### src/rtl/ifetch_tl_arb_pkg.sv
// Shared TileLink constants and requester identifiers for the instruction-fetch arbiter.
package ifetch_tl_arb_pkg;

  // TileLink-UL opcodes used by the fetch path
  localparam logic [2:0] TlGet           = 3'd4;
  localparam logic [2:0] TlAccessAckData = 3'd1;

  // Requester identity: demand fetch (r0) and prefetch (r1)
  typedef enum logic {
    ReqR0 = 1'b0,
    ReqR1 = 1'b1
  } req_id_e;

endpackage

### src/rtl/ifetch_tl_src_alloc.sv
// TileLink source allocator: busy bitmap, lowest-free pick, per-source owner table and
// an outstanding count. The pick looks only at the registered bitmap, so a source freed
// this cycle becomes allocatable on the next one.
module ifetch_tl_src_alloc
  import ifetch_tl_arb_pkg::*;
#(
  parameter int unsigned NUM_SRC = 4,
  parameter int unsigned SRC_W   = 2,
  parameter int unsigned CNT_W   = 3
) (
  input  logic               clock,
  input  logic               reset,
  input  logic               alloc_en,
  input  req_id_e            alloc_owner,
  input  logic               free_en,
  input  logic [SRC_W-1:0]   free_src,
  output logic [NUM_SRC-1:0] busy,
  output logic [NUM_SRC-1:0] owner,
  output logic               free_any,
  output logic [SRC_W-1:0]   free_idx,
  output logic [CNT_W-1:0]   outstanding
);

  logic [NUM_SRC-1:0] busy_q, busy_d;
  logic [NUM_SRC-1:0] owner_q, owner_d;

  // Lowest-index free source; scanning downward lets the lowest index win
  always_comb begin
    free_any = 1'b0;
    free_idx = '0;
    for (int i = NUM_SRC - 1; i >= 0; i--) begin
      if (!busy_q[i]) begin
        free_any = 1'b1;
        free_idx = SRC_W'(i);
      end
    end
  end

  // Next busy/owner state; free and allocate never target the same source
  always_comb begin
    busy_d  = busy_q;
    owner_d = owner_q;
    for (int unsigned i = 0; i < NUM_SRC; i++) begin
      if (free_en && (free_src == SRC_W'(i))) busy_d[i] = 1'b0;
      if (alloc_en && (free_idx == SRC_W'(i))) begin
        busy_d[i]  = 1'b1;
        owner_d[i] = (alloc_owner == ReqR1);
      end
    end
  end

  // Bitmap and owner table registers
  always_ff @(posedge clock) begin
    if (reset) begin
      busy_q  <= '0;
      owner_q <= '0;
    end else begin
      busy_q  <= busy_d;
      owner_q <= owner_d;
    end
  end

  // Population count of busy sources
  always_comb begin
    outstanding = '0;
    for (int unsigned i = 0; i < NUM_SRC; i++) begin
      outstanding = outstanding + CNT_W'(busy_q[i]);
    end
  end

  assign busy  = busy_q;
  assign owner = owner_q;

endmodule

### src/rtl/ifetch_tl_arb.sv
// Instruction-fetch TileLink arbiter: round-robin between demand fetch (r0) and prefetch
// (r1), one-slot A-channel register issuing Gets, D-channel routing by source owner.
// Optional macro IFETCH_TL_ARB_SRC_CHECK_EN adds the sticky err_unexp_src output.
module ifetch_tl_arb
  import ifetch_tl_arb_pkg::*;
#(
  parameter int unsigned ADDR_W  = 32,
  parameter int unsigned DATA_W  = 32,
  parameter int unsigned NUM_SRC = 4,
  localparam int unsigned SRC_W  = (NUM_SRC > 1) ? $clog2(NUM_SRC) : 1,
  localparam int unsigned CNT_W  = $clog2(NUM_SRC + 1),
  localparam int unsigned STRB_W = DATA_W / 8
) (
  input  logic              clock,
  input  logic              reset,
  input  logic              r0_req_valid,
  output logic              r0_req_ready,
  input  logic [ADDR_W-1:0] r0_req_addr,
  input  logic              r1_req_valid,
  output logic              r1_req_ready,
  input  logic [ADDR_W-1:0] r1_req_addr,
  output logic              a_valid,
  input  logic              a_ready,
  output logic [2:0]        a_opcode,
  output logic [2:0]        a_param,
  output logic [2:0]        a_size,
  output logic [SRC_W-1:0]  a_source,
  output logic [ADDR_W-1:0] a_address,
  output logic [STRB_W-1:0] a_mask,
  input  logic              d_valid,
  output logic              d_ready,
  input  logic [SRC_W-1:0]  d_source,
  input  logic [DATA_W-1:0] d_data,
  input  logic              d_denied,
  input  logic              d_corrupt,
  output logic              r0_rsp_valid,
  input  logic              r0_rsp_ready,
  output logic [DATA_W-1:0] r0_rsp_data,
  output logic              r0_rsp_err,
  output logic              r1_rsp_valid,
  input  logic              r1_rsp_ready,
  output logic [DATA_W-1:0] r1_rsp_data,
  output logic              r1_rsp_err,
  output logic [CNT_W-1:0]  outstanding
`ifdef IFETCH_TL_ARB_SRC_CHECK_EN
  ,
  output logic              err_unexp_src
`endif
);

  localparam int unsigned OFF_W = $clog2(STRB_W);
  localparam logic [ADDR_W-1:0] AlignMask = ~ADDR_W'(STRB_W - 1);

  logic               a_valid_q;
  logic [ADDR_W-1:0]  a_addr_q;
  logic [SRC_W-1:0]   a_src_q;
  req_id_e            rr_pref_q;  // requester favoured when both are valid
  req_id_e            winner;
  logic               accept;
  logic [NUM_SRC-1:0] busy, owner;
  logic               free_any;
  logic [SRC_W-1:0]   free_idx;
  logic               d_busy, d_owner, d_fire;

  // Winner selection: alternate under contention, otherwise take whoever is asking
  always_comb begin
    if (r0_req_valid && r1_req_valid) winner = rr_pref_q;
    else if (r1_req_valid)            winner = ReqR1;
    else                              winner = ReqR0;
  end

  assign accept = !reset && (!a_valid_q || a_ready) && free_any &&
                  (r0_req_valid || r1_req_valid);
  assign r0_req_ready = accept && (winner == ReqR0);
  assign r1_req_ready = accept && (winner == ReqR1);

  // A-channel slot and round-robin pointer
  always_ff @(posedge clock) begin
    if (reset) begin
      a_valid_q <= 1'b0;
      a_addr_q  <= '0;
      a_src_q   <= '0;
      rr_pref_q <= ReqR0;
    end else if (accept) begin
      a_valid_q <= 1'b1;
      a_addr_q  <= ((winner == ReqR1) ? r1_req_addr : r0_req_addr) & AlignMask;
      a_src_q   <= free_idx;
      rr_pref_q <= (winner == ReqR0) ? ReqR1 : ReqR0;
    end else if (a_ready) begin
      a_valid_q <= 1'b0;
    end
  end

  assign a_valid   = a_valid_q;
  assign a_opcode  = TlGet;
  assign a_param   = 3'd0;
  assign a_size    = 3'(OFF_W);
  assign a_source  = a_src_q;
  assign a_address = a_addr_q;
  assign a_mask    = '1;

  // Look up busy/owner state of the responding source
  always_comb begin
    d_busy  = 1'b0;
    d_owner = 1'b0;
    for (int unsigned i = 0; i < NUM_SRC; i++) begin
      if (d_source == SRC_W'(i)) begin
        d_busy  = busy[i];
        d_owner = owner[i];
      end
    end
  end

  // Beats for idle sources are swallowed so a stray response cannot wedge the channel
  assign d_ready      = d_busy ? (d_owner ? r1_rsp_ready : r0_rsp_ready) : 1'b1;
  assign d_fire       = d_valid && d_ready;
  assign r0_rsp_valid = d_valid && d_busy && !d_owner;
  assign r1_rsp_valid = d_valid && d_busy && d_owner;
  assign r0_rsp_data  = d_data;
  assign r1_rsp_data  = d_data;
  assign r0_rsp_err   = d_denied || d_corrupt;
  assign r1_rsp_err   = d_denied || d_corrupt;

  ifetch_tl_src_alloc #(
    .NUM_SRC (NUM_SRC),
    .SRC_W   (SRC_W),
    .CNT_W   (CNT_W)
  ) u_src_alloc (
    .clock       (clock),
    .reset       (reset),
    .alloc_en    (accept),
    .alloc_owner (winner),
    .free_en     (d_fire && d_busy),
    .free_src    (d_source),
    .busy        (busy),
    .owner       (owner),
    .free_any    (free_any),
    .free_idx    (free_idx),
    .outstanding (outstanding)
  );

`ifdef IFETCH_TL_ARB_SRC_CHECK_EN
  logic err_q;

  // Sticky flag for a response arriving on a source nobody is waiting on
  always_ff @(posedge clock) begin
    if (reset)                   err_q <= 1'b0;
    else if (d_fire && !d_busy)  err_q <= 1'b1;
  end

  assign err_unexp_src = err_q;
`endif

endmodule

### config.mk
export PLATFORM = sky130hd
export DESIGN_NAME = ifetch_tl_arb
export DESIGN_NICKNAME = d
export VERILOG_FILES = /design/src/rtl/ifetch_tl_arb_pkg.sv /design/src/rtl/ifetch_tl_src_alloc.sv /design/src/rtl/ifetch_tl_arb.sv
export SDC_FILE = /design/constraint.sdc
export NUM_CORES = 1
export LEC_CHECK = 0
export BUFFER_PORTS_ARGS = -buffer_cell sky130_fd_sc_hd__buf_2
export CAP_MARGIN = 0
export CORE_ASPECT_RATIO = 0.75
export CORE_MARGIN = 4
export CORE_UTILIZATION = 35
export CTS_BUF_LIST = sky130_fd_sc_hd__clkbuf_4 sky130_fd_sc_hd__clkbuf_8
export DETAILED_ROUTE_END_ITERATION = 6
export PLACE_DENSITY = 0.78
export SLEW_MARGIN = 25
export SYNTH_ARGS = -nofsm -noshare
export SYNTH_HDL_FRONTEND = slang
export SYNTH_SLANG_ARGS = --single-unit
export TNS_END_PERCENT = 20
### constraint.sdc
create_clock -name clock -period 2 [get_ports clock]
set_input_delay 0.4 -clock clock [delete_from_list [all_inputs] [get_ports clock]]
set_output_delay 0.4 -clock clock [all_outputs]
set_load 0.02 [all_outputs]
; ---- Yosys cells after proc, flatten, opt, wreduce, memory -nomap -nowiden
; Index checks and enable logic that the tools add are counted.
[classes]
n_eq_ne = 6
muxes = 32
n_addsub = 3
reduce_logical = 32
bitwise_logic = 1
[ops]
columns = cell, n
row1 = 32-bit 2-to-1 mux, 1
row2 = 1-bit 2-to-1 mux, 27
row3 = 1-bit logical AND, 19
row4 = 2-bit nonzero test, 5
row5 = "2-bit equality test, second input constant", 4
row6 = 2-bit 2-to-1 mux, 4
row7 = 3-bit by 1-bit adder with 3-bit output, 2
row8 = "2-bit by 1-bit equality test with 1-bit output, second input constant", 2
row9 = 2-bit logical NOT, 2
row10 = 1-bit logical NOT, 3
row11 = 1-bit logical OR, 3
row12 = 1-bit by 1-bit adder with 2-bit output, 1
row13 = 1-bit inverter, 1
[totals]
word_cells = 86
reg_bits = 42
out_inout_bits = 122
input_bits = 108

; ---- Logic depth before layout (Yosys ltp)
; Gate-level depths: netlist (run 1).
[logic_depth]
ltp_word = 12
mapped_depth = 6

; ---- Cells and area by module
; From an unflattened synthesis (run 1), not the netlist that was laid out.
[hier_totals]
cells_unflattened = 346
area_unflattened_um2 = 2961.6
[by_module_without_submodules]
columns = module, seq_area_each_um2, cells_per_inst, area_per_inst_um2, n_inst
row1 = ifetch_tl_arb, 680.7, 299, 2542.4, 1
row2 = ifetch_tl_src_alloc, 160.2, 47, 419.2, 1

; ---- Least setup slack after synthesis (run 1)
; No wires, ideal clock.
[synth_timing]
path_type = input to output
from = in d_source[1]
to = out r0_rsp_valid
slack_ns = 0.025
arrival_ns = 1.575
n_path_buf = 1
path_stages = 4
path_cell_list = clkbuf_1 -> mux2_2 -> o21ai_0 -> nor2b_1
[synth_via]
elab_chain_cells = 7
elab_cells_between_ends = 15
cone_classes = eq/ne (3) / mux (8) / reduce/logical (4)
[synth_rtl]
columns = item, line
row1 = "start, declared", ifetch_tl_arb.sv:32  ; input logic [SRC_W-1:0] d_source,
row2 = 2-bit logical NOT, ifetch_tl_arb.sv:107  ; if (d_source == SRC_W'(i)) begin
row3 = 1-bit 2-to-1 mux (4 in series), ifetch_tl_arb.sv:107
row4 = 1-bit logical AND or 1-bit logical NOT (tied branches), ifetch_tl_arb.sv:117  ; assign r0_rsp_valid = d_valid && d_busy && !d_owner;
row5 = 1-bit logical AND (*), ifetch_tl_arb.sv:117
row6 = "end, declared", ifetch_tl_arb.sv:36  ; output logic r0_rsp_valid,
; Mark *: on every way between the ends. The rest lies on a longest branch, timed or not.

; ---- Worst setup path after layout (run 1)
[layout_timing]
from = reg u_src_alloc.busy_q[0], in the netlist u_src_alloc.busy[0]
to = out outstanding[1]
[layout_via]
elab_chain_cells = 3
[layout_rtl]
columns = item, line
row1 = "start, declared", ifetch_tl_src_alloc.sv:24  ; logic [NUM_SRC-1:0] busy_q, busy_d;
row2 = "start signal, assigned", ifetch_tl_src_alloc.sv:58  ; busy_q <= busy_d;
row3 = 1-bit by 1-bit adder with 2-bit output, ifetch_tl_src_alloc.sv:67  ; outstanding = outstanding + CNT_W'(busy_q[i]);
row4 = 3-bit by 1-bit adder with 3-bit output (2 in series), ifetch_tl_src_alloc.sv:67
row5 = "end, declared", ifetch_tl_arb.sv:44  ; output logic [CNT_W-1:0] outstanding
; Every way passes these cells.

==> impl_metrics.csv, run 1 <==
group,metric,value,unit
floorplan,ios,230,
timing,clock_skew,9.99,ps
synth,syn_area_per_cell,8.81,sq um
critical_path,cp-endpoint,"outstanding[1]",
cells_and_area,finalNonFillerCells,452,
critical_path,crit_required,1600,ps
clock_network,hold_buffers,0,
critical_path,endpoint_kind,"output pin",
global_routing,grt_first_pass_wirelength,9.38,mm
critical_path,slowest_delay,360,ps
pwr,p_leak,1.46,nW
synth,synth.distinct_cells,41,
clock_network,cts_root_buf,"clkbuf_8",
routing,dr.pass1.iters,4,
synth,synth-async-reset-ratio,0,%
timing,fin_hold_ws,435,ps
run_status,status,"finished, violations left",
run_status,violations,"negative setup slack",
global_routing,track_usage,12.7,%
critical_path,r2r-end,"a_address[16]",
placed_design,io_buffer_count,114,
timing,max_freq,493,MHz
placed_design,dpl_cell_area,0.00282,sq mm
synth,yosysWarnings,0,
routing,drt-total-wl,5.94,mm
global_routing,overflow,0,
placed_design,post-place-ws,111,ps
critical_path,path_class,"reg -> out",
synth,netlist_area,0.00267,sq mm
critical_path,cp_max_fo,2,
routing,ant_nets,0,
clock_network,clockBufferDepth,2,
floorplan,die_x,109,microns
worst_hold_path,hp-class,"in -> reg",
synth,synth-edff-count,0,
synth,yosys_most_used_dff,"dfxtp_1",
timing,worst_slack,-27.3,ps
floorplan,num_rows,27,
floorplan,die-area,0.00910,sq mm
global_routing,grt_start_max_net_pins,41,
critical_path,r2r-start,"u_src_alloc.busy[1]",
cells_and_area,layout.nets,461,
global_routing,grt_pass1_vias,2005,
timing,fin_crit_sh,101,%
critical_path,worst-endpoint-arrival,1630,ps
critical_path,reg2regPathDepth,6,
synth,synth_area_leader_cell,"dfxtp_1",
synth,syn_inst,303,
critical_path,crit_slowest_cell,"fa_2",
clock_network,cts_made_buffers,5,
clock_network,clk_pin_slew,90,ps
synth,yosys_register_bits,42,
timing,finalSetupViolations,1,
pwr,ir_drop,0.258,mV
floorplan,core_area,0.00736,sq mm
timing,finalHoldViolCount,0,
clock_network,clk_latency,290,ps
critical_path,timing.critical_path.mode_cell,"ha_4",
cells_and_area,drive_gt1_share,42.7,%
critical_path,startpoint,"u_src_alloc.busy[0]",
critical_path,r2r_slack,330,ps
placed_design,dp.cells,444,
cells_and_area,fin_area,0.00296,sq mm
critical_path,startpoint_type,"flip-flop",
clock_network,cts_sinks,42,
cells_and_area,final_util,40.2,%
routing,drt_iter0_markers,108,
routing,vias_per_cell,4.62,
synth,synth_top_area_share,31.5,%
routing,vias,2088,
pwr,pwr_density_cell,682,mW/mm^2
run,drv_cap,0,
synth,ys_seq_area_share,31.5,%
floorplan,die_y,83.6,microns
routing,drc,0,
floorplan,start_util,36.3,%
critical_path,crit_path_cell_trace,"ha_4 > fa_2 > ha_4 > buf_6",
cells_and_area,syn_to_final_growth,11.0,%
synth,yosys-top-cells-area,"dfxtp_1 31%, buf_4 23%, mux2i_1 13%",
cells_and_area,diodes,0,
routing,wl_per_cell,13.1,microns
global_routing,antenna_found_initial,0,
clock_network,h-tree-depth,2,
timing,period_minus_slack,2030,ps
placed_design,globalplace.congestion,0.783,
timing,drv_slew,0,
timing,rsz0062_at_grt,"yes",
clock_network,cts_tree,"built",
placed_design,dp_hpwl,4.59,mm
[metal layers]
layer | track usage (%) | vias up | routed length, microns
met1 | 14.1 | 933 | 2490
met5 | 0 | - | 0
li1 | - | 1047 | -
met4 | 3.33 | 0 | 57
met3 | 4.41 | 12 | 529
met2 | 22.7 | 96 | 2860
[state kept, by name (all words and copies together), names as in the netlist]
signal and cells:
u_src_alloc.busy 4, rr_pref_q 1, a_valid 1, a_source 2, u_src_alloc.owner 4, a_address 30
[how the worst min path moves through the flow]
stage,to,slack (ps),cells after the start,start
2_1_floorplan,u_src_alloc.owner[1],430,2,u_src_alloc.owner[1]
3_3_place_gp,u_src_alloc.owner[1],450,2,u_src_alloc.owner[1]
3_5_place_dp,u_src_alloc.owner[1],460,2,u_src_alloc.owner[1]
4_1_cts,a_valid,420,4,a_ready
5_1_grt,a_valid,430,4,a_ready
6_report,a_valid,440,4,a_ready
[cell usage in the layout (no fill, tap or decap), drive strengths merged, types with 2 or more instances in the layout]
| cell | n |
|---|---|
| a21oi | 5 |
| inv | 3 |
| nor3 | 2 |
| dfxtp | 42 |
| nor2b | 3 |
| mux2 | 2 |
| ha | 2 |
| nand2 | 7 |
| a211oi | 31 |
| nand3b | 2 |
| or2 | 2 |
| o21ai | 7 |
| buf | 124 |
| nand3 | 2 |
| conb | 15 |
| mux2i | 36 |
| nor2 | 39 |
| nor3b | 2 |
| clkbuf | 6 |
[where the power goes]
part	total (W)	leakage (nW)	switching, W	internal, W
sequential	0.000930	0.348	0.0000314	0.000899
combinational	0.000513	1.06	0.000300	0.000213
clock	0.000579	0.0472	0.000301	0.000278
[stage by stage]
stage	total power, W	setup TNS [ps]
after global routing	0.00215	-208
final	0.00202	-27.3
after global placement	0.00145	0
after CTS	0.00206	-10.9
after detailed placement	0.00146	0
after floorplan	0.00148	0
[worst max-delay path, delay by kind of cell, from the launching register on]
kind                       cells  cell delay (ps)
adders and majority gates      3              870
buffers and inverters          1              110
DFF                            1              340
[cells in the mapped netlist, types with 2 or more instances]
cell      instances
buf_4            82
nand3b_1          2
inv_1             3
dfxtp_1          42
a21oi_1           5
clkbuf_1          9
conb_1            2
mux2i_1          36
nor2b_1           2
nor3b_1           2
nand3_1           2
ha_1              2
buf_2             5
a211oi_1         31
mux2_2            2
o21ai_0           7
nand2_1           7
nor2_1           39
[layout make-up]
type                    instances  area [sq um]
clock buffers                   6          82.6
clock inverters                 2          12.5
fillers                       753          4400
inverters                       3          11.3
multi-input cells             174          1230
flip-flops and latches         42           846
well taps                     101           126
repair buffers                124           652
[what timing repair did]
item                       4_1_cts  5_1_grt
setup endpoints to repair        3        5
gates resized for setup          9        3
buffers inserted                 0        0
[cell families after synthesis]
logic type / after synthesis / synth area share (%)
mux: 38 / 14.3
buf+inv: 100 / 25.9
fa+ha+maj: 3 / 1.69
simple gates: 63 / 11.4
compound gates: 55 / 14.9
other cells: 2 / 0.281
flops: 42 / 31.5
Note: power is estimated with default switching activity, not from simulation.
==> run 2, diff against run 1 <==
--- a/config.mk
+++ b/config.mk
@@ -12,7 +12,7 @@
 export CORE_UTILIZATION = 35
 export CTS_BUF_LIST = sky130_fd_sc_hd__clkbuf_4 sky130_fd_sc_hd__clkbuf_8
 export DETAILED_ROUTE_END_ITERATION = 6
-export PLACE_DENSITY = 0.78
+export PLACE_DENSITY = 0.75
 export SLEW_MARGIN = 25
 export SYNTH_ARGS = -nofsm -noshare
 export SYNTH_HDL_FRONTEND = slang
==> impl_metrics.csv, run 2 (synthesized netlist as in run 1, its figures left out) <==
group,metric,value,unit
floorplan,start_util,36.3,%
placed_design,dpl_cell_area,0.00282,sq mm
routing,vias,2082,
timing,fin_hold_ws,441,ps
cells_and_area,fin_area,0.00299,sq mm
timing,clock_skew,10.5,ps
timing,drv_slew,0,
routing,ant_nets,0,
cells_and_area,final_util,40.5,%
critical_path,crit_path_cell_trace,"ha_4 > fa_2 > ha_4 > buf_6",
timing,fin_crit_sh,101,%
placed_design,post-place-ws,89.1,ps
pwr,ir_drop,0.353,mV
cells_and_area,drive_gt1_share,42.7,%
placed_design,dp_hpwl,4.66,mm
placed_design,globalplace.congestion,0.786,
routing,drt_iter0_markers,79,
floorplan,core_area,0.00736,sq mm
clock_network,clk_pin_slew,80,ps
pwr,pwr_density_cell,709,mW/mm^2
cells_and_area,diodes,0,
critical_path,crit_slowest_cell,"fa_2",
placed_design,io_buffer_count,114,
clock_network,clk_latency,290,ps
global_routing,grt_start_max_net_pins,39,
floorplan,die_x,109,microns
global_routing,use_met1,14.7,%
timing,finalSetupViolations,1,
cells_and_area,nFillCells,751,
floorplan,die_y,83.6,microns
run_status,status,"finished, violations left",
global_routing,grt_first_pass_wirelength,9.25,mm
global_routing,grt_pass1_vias,2002,
floorplan,num_rows,27,
critical_path,r2r-end,"a_address[19]",
worst_hold_path,hp-class,"in -> reg",
routing,vias_per_cell,4.61,
timing,finalHoldViolCount,0,
clock_network,cts_root_buf,"clkbuf_8",
clock_network,cts_made_buffers,5,
critical_path,reg2regPathDepth,6,
run,drv_cap,0,
clock_network,cts_setup_buffers,0,
timing,rsz0062_at_grt,"yes",
critical_path,path_class,"reg -> out",
pwr,p_leak,1.47,nW
floorplan,ios,230,
routing,drc,0,
cells_and_area,syn_to_final_growth,11.8,%
cells_and_area,final_common_cell,"buf_2",
floorplan,die-area,0.00910,sq mm
cells_and_area,layout.nets,461,
clock_network,cts_sinks,42,
global_routing,groute.layer.met3.usage,4.87,%
timing,worst_slack,-20.3,ps
worst_hold_path,hold_path_depth,3,
routing,drt-total-wl,5.89,mm
timing,max_freq,495,MHz
critical_path,worst-endpoint-arrival,1620,ps
routing,dr.pass1.iters,4,
worst_hold_path,min_from,"r1_req_addr[6]",
run_status,violations,"negative setup slack",
critical_path,cp_max_fo,2,
critical_path,endpoint_kind,"output pin",
critical_path,startpoint_type,"flip-flop",
clock_network,cts_tree,"built",
timing,period_minus_slack,2020,ps
critical_path,r2r_slack,360,ps
global_routing,track_usage,12.5,%
routing,wl_per_cell,13.0,microns
clock_network,h-tree-depth,2,
cells_and_area,largest_reg_flops,30,
critical_path,timing.critical_path.mode_cell,"ha_4",
critical_path,crit_required,1600,ps
critical_path,r2r-start,"u_src_alloc.busy[1]",
clock_network,clockBufferDepth,2,
global_routing,antenna_found_initial,0,
global_routing,overflow,0,
worst_hold_path,hold_path_end,"a_address[6]",
cells_and_area,layout_common_cells,"112 x buf_2, 39 x nor2_1, 38 x dfxtp_1",
global_routing,grt.met2_usage,21.3,%
global_routing,busiest_layer,"met2",
critical_path,slowest_delay,360,ps
-- run 2: cell types whose count changed in the layout (fill, tap and decap cells not counted) --
cell,change
buf_2,-1
o21ai_1,-1
clkbuf_4,+1
buf_4,+1
o21ai_0,+1
clkbuf_8,-1
bufinv_16,+1
clkinv_2,-1
-- run 2: power by group --
part	internal, W	switching (W)
Clock	0.000386	0.000288
Combinational	0.000213	0.000299
Sequential	0.000899	0.0000317
Total	0.00150	0.000619
-- run 2: area by class of cell --
class                           count  area, sq um  area share [%]
Timing Repair Buffer              124          654            21.9
Tap cell                          101          126            4.23
Multi-Input combinational cell    174         1230            41.3
Clock inverter                      2         37.5            1.26
Clock buffer                        6         76.3            2.56
Inverter                            3         11.3           0.377
Sequential cell                    42          846            28.3
-- run 2: what timing repair did --
| item | CTS | global route |
|---|---|---|
| endpoints found under the setup margin | 3 | 6 |
| hold buffers | 0 | 0 |
| pin swaps | 1 | 2 |
| gates resized for setup | 7 | 5 |
-- run 2: per-layer routing --
metal,routed length (microns),up-vias
met5,0,-
met4,65,0
met3,599,12
met2,2840,95
met1,2380,935
li1,-,1040
-- run 2: worst max-delay path by stage --
| stage | slack (ps) | cells past startpoint | end | startpoint |
|---|---|---|---|---|
| final | -20 | 4 | outstanding[1] | u_src_alloc.busy[1] |
| after global routing | -80 | 4 | outstanding[1] | u_src_alloc.busy[1] |
| after CTS | -20 | 4 | outstanding[1] | u_src_alloc.busy[1] |
| after detailed placement | 90 | 5 | d_ready | d_source[1] |
| after global placement | 140 | 6 | d_ready | d_source[1] |
| after floorplan | 30 | 4 | r0_rsp_valid | d_source[1] |
-- run 2: through the flow --
step	instances	setup TNS (ps)	power, W
global placement	444	0	0.00145
floorplan	316	0	0.00148
finish	452	-20.3	0.00212
CTS	452	-30.8	0.00215
global route	452	-193	0.00225
detailed placement	444	0	0.00146
-- run 2: worst max-delay path, delay by kind of cell, from the launching register on --
kind / cells / cell delay, ps
flip-flops: 1 / 340
adder cells (fa/ha/maj): 3 / 870
buffers and inverters: 1 / 110
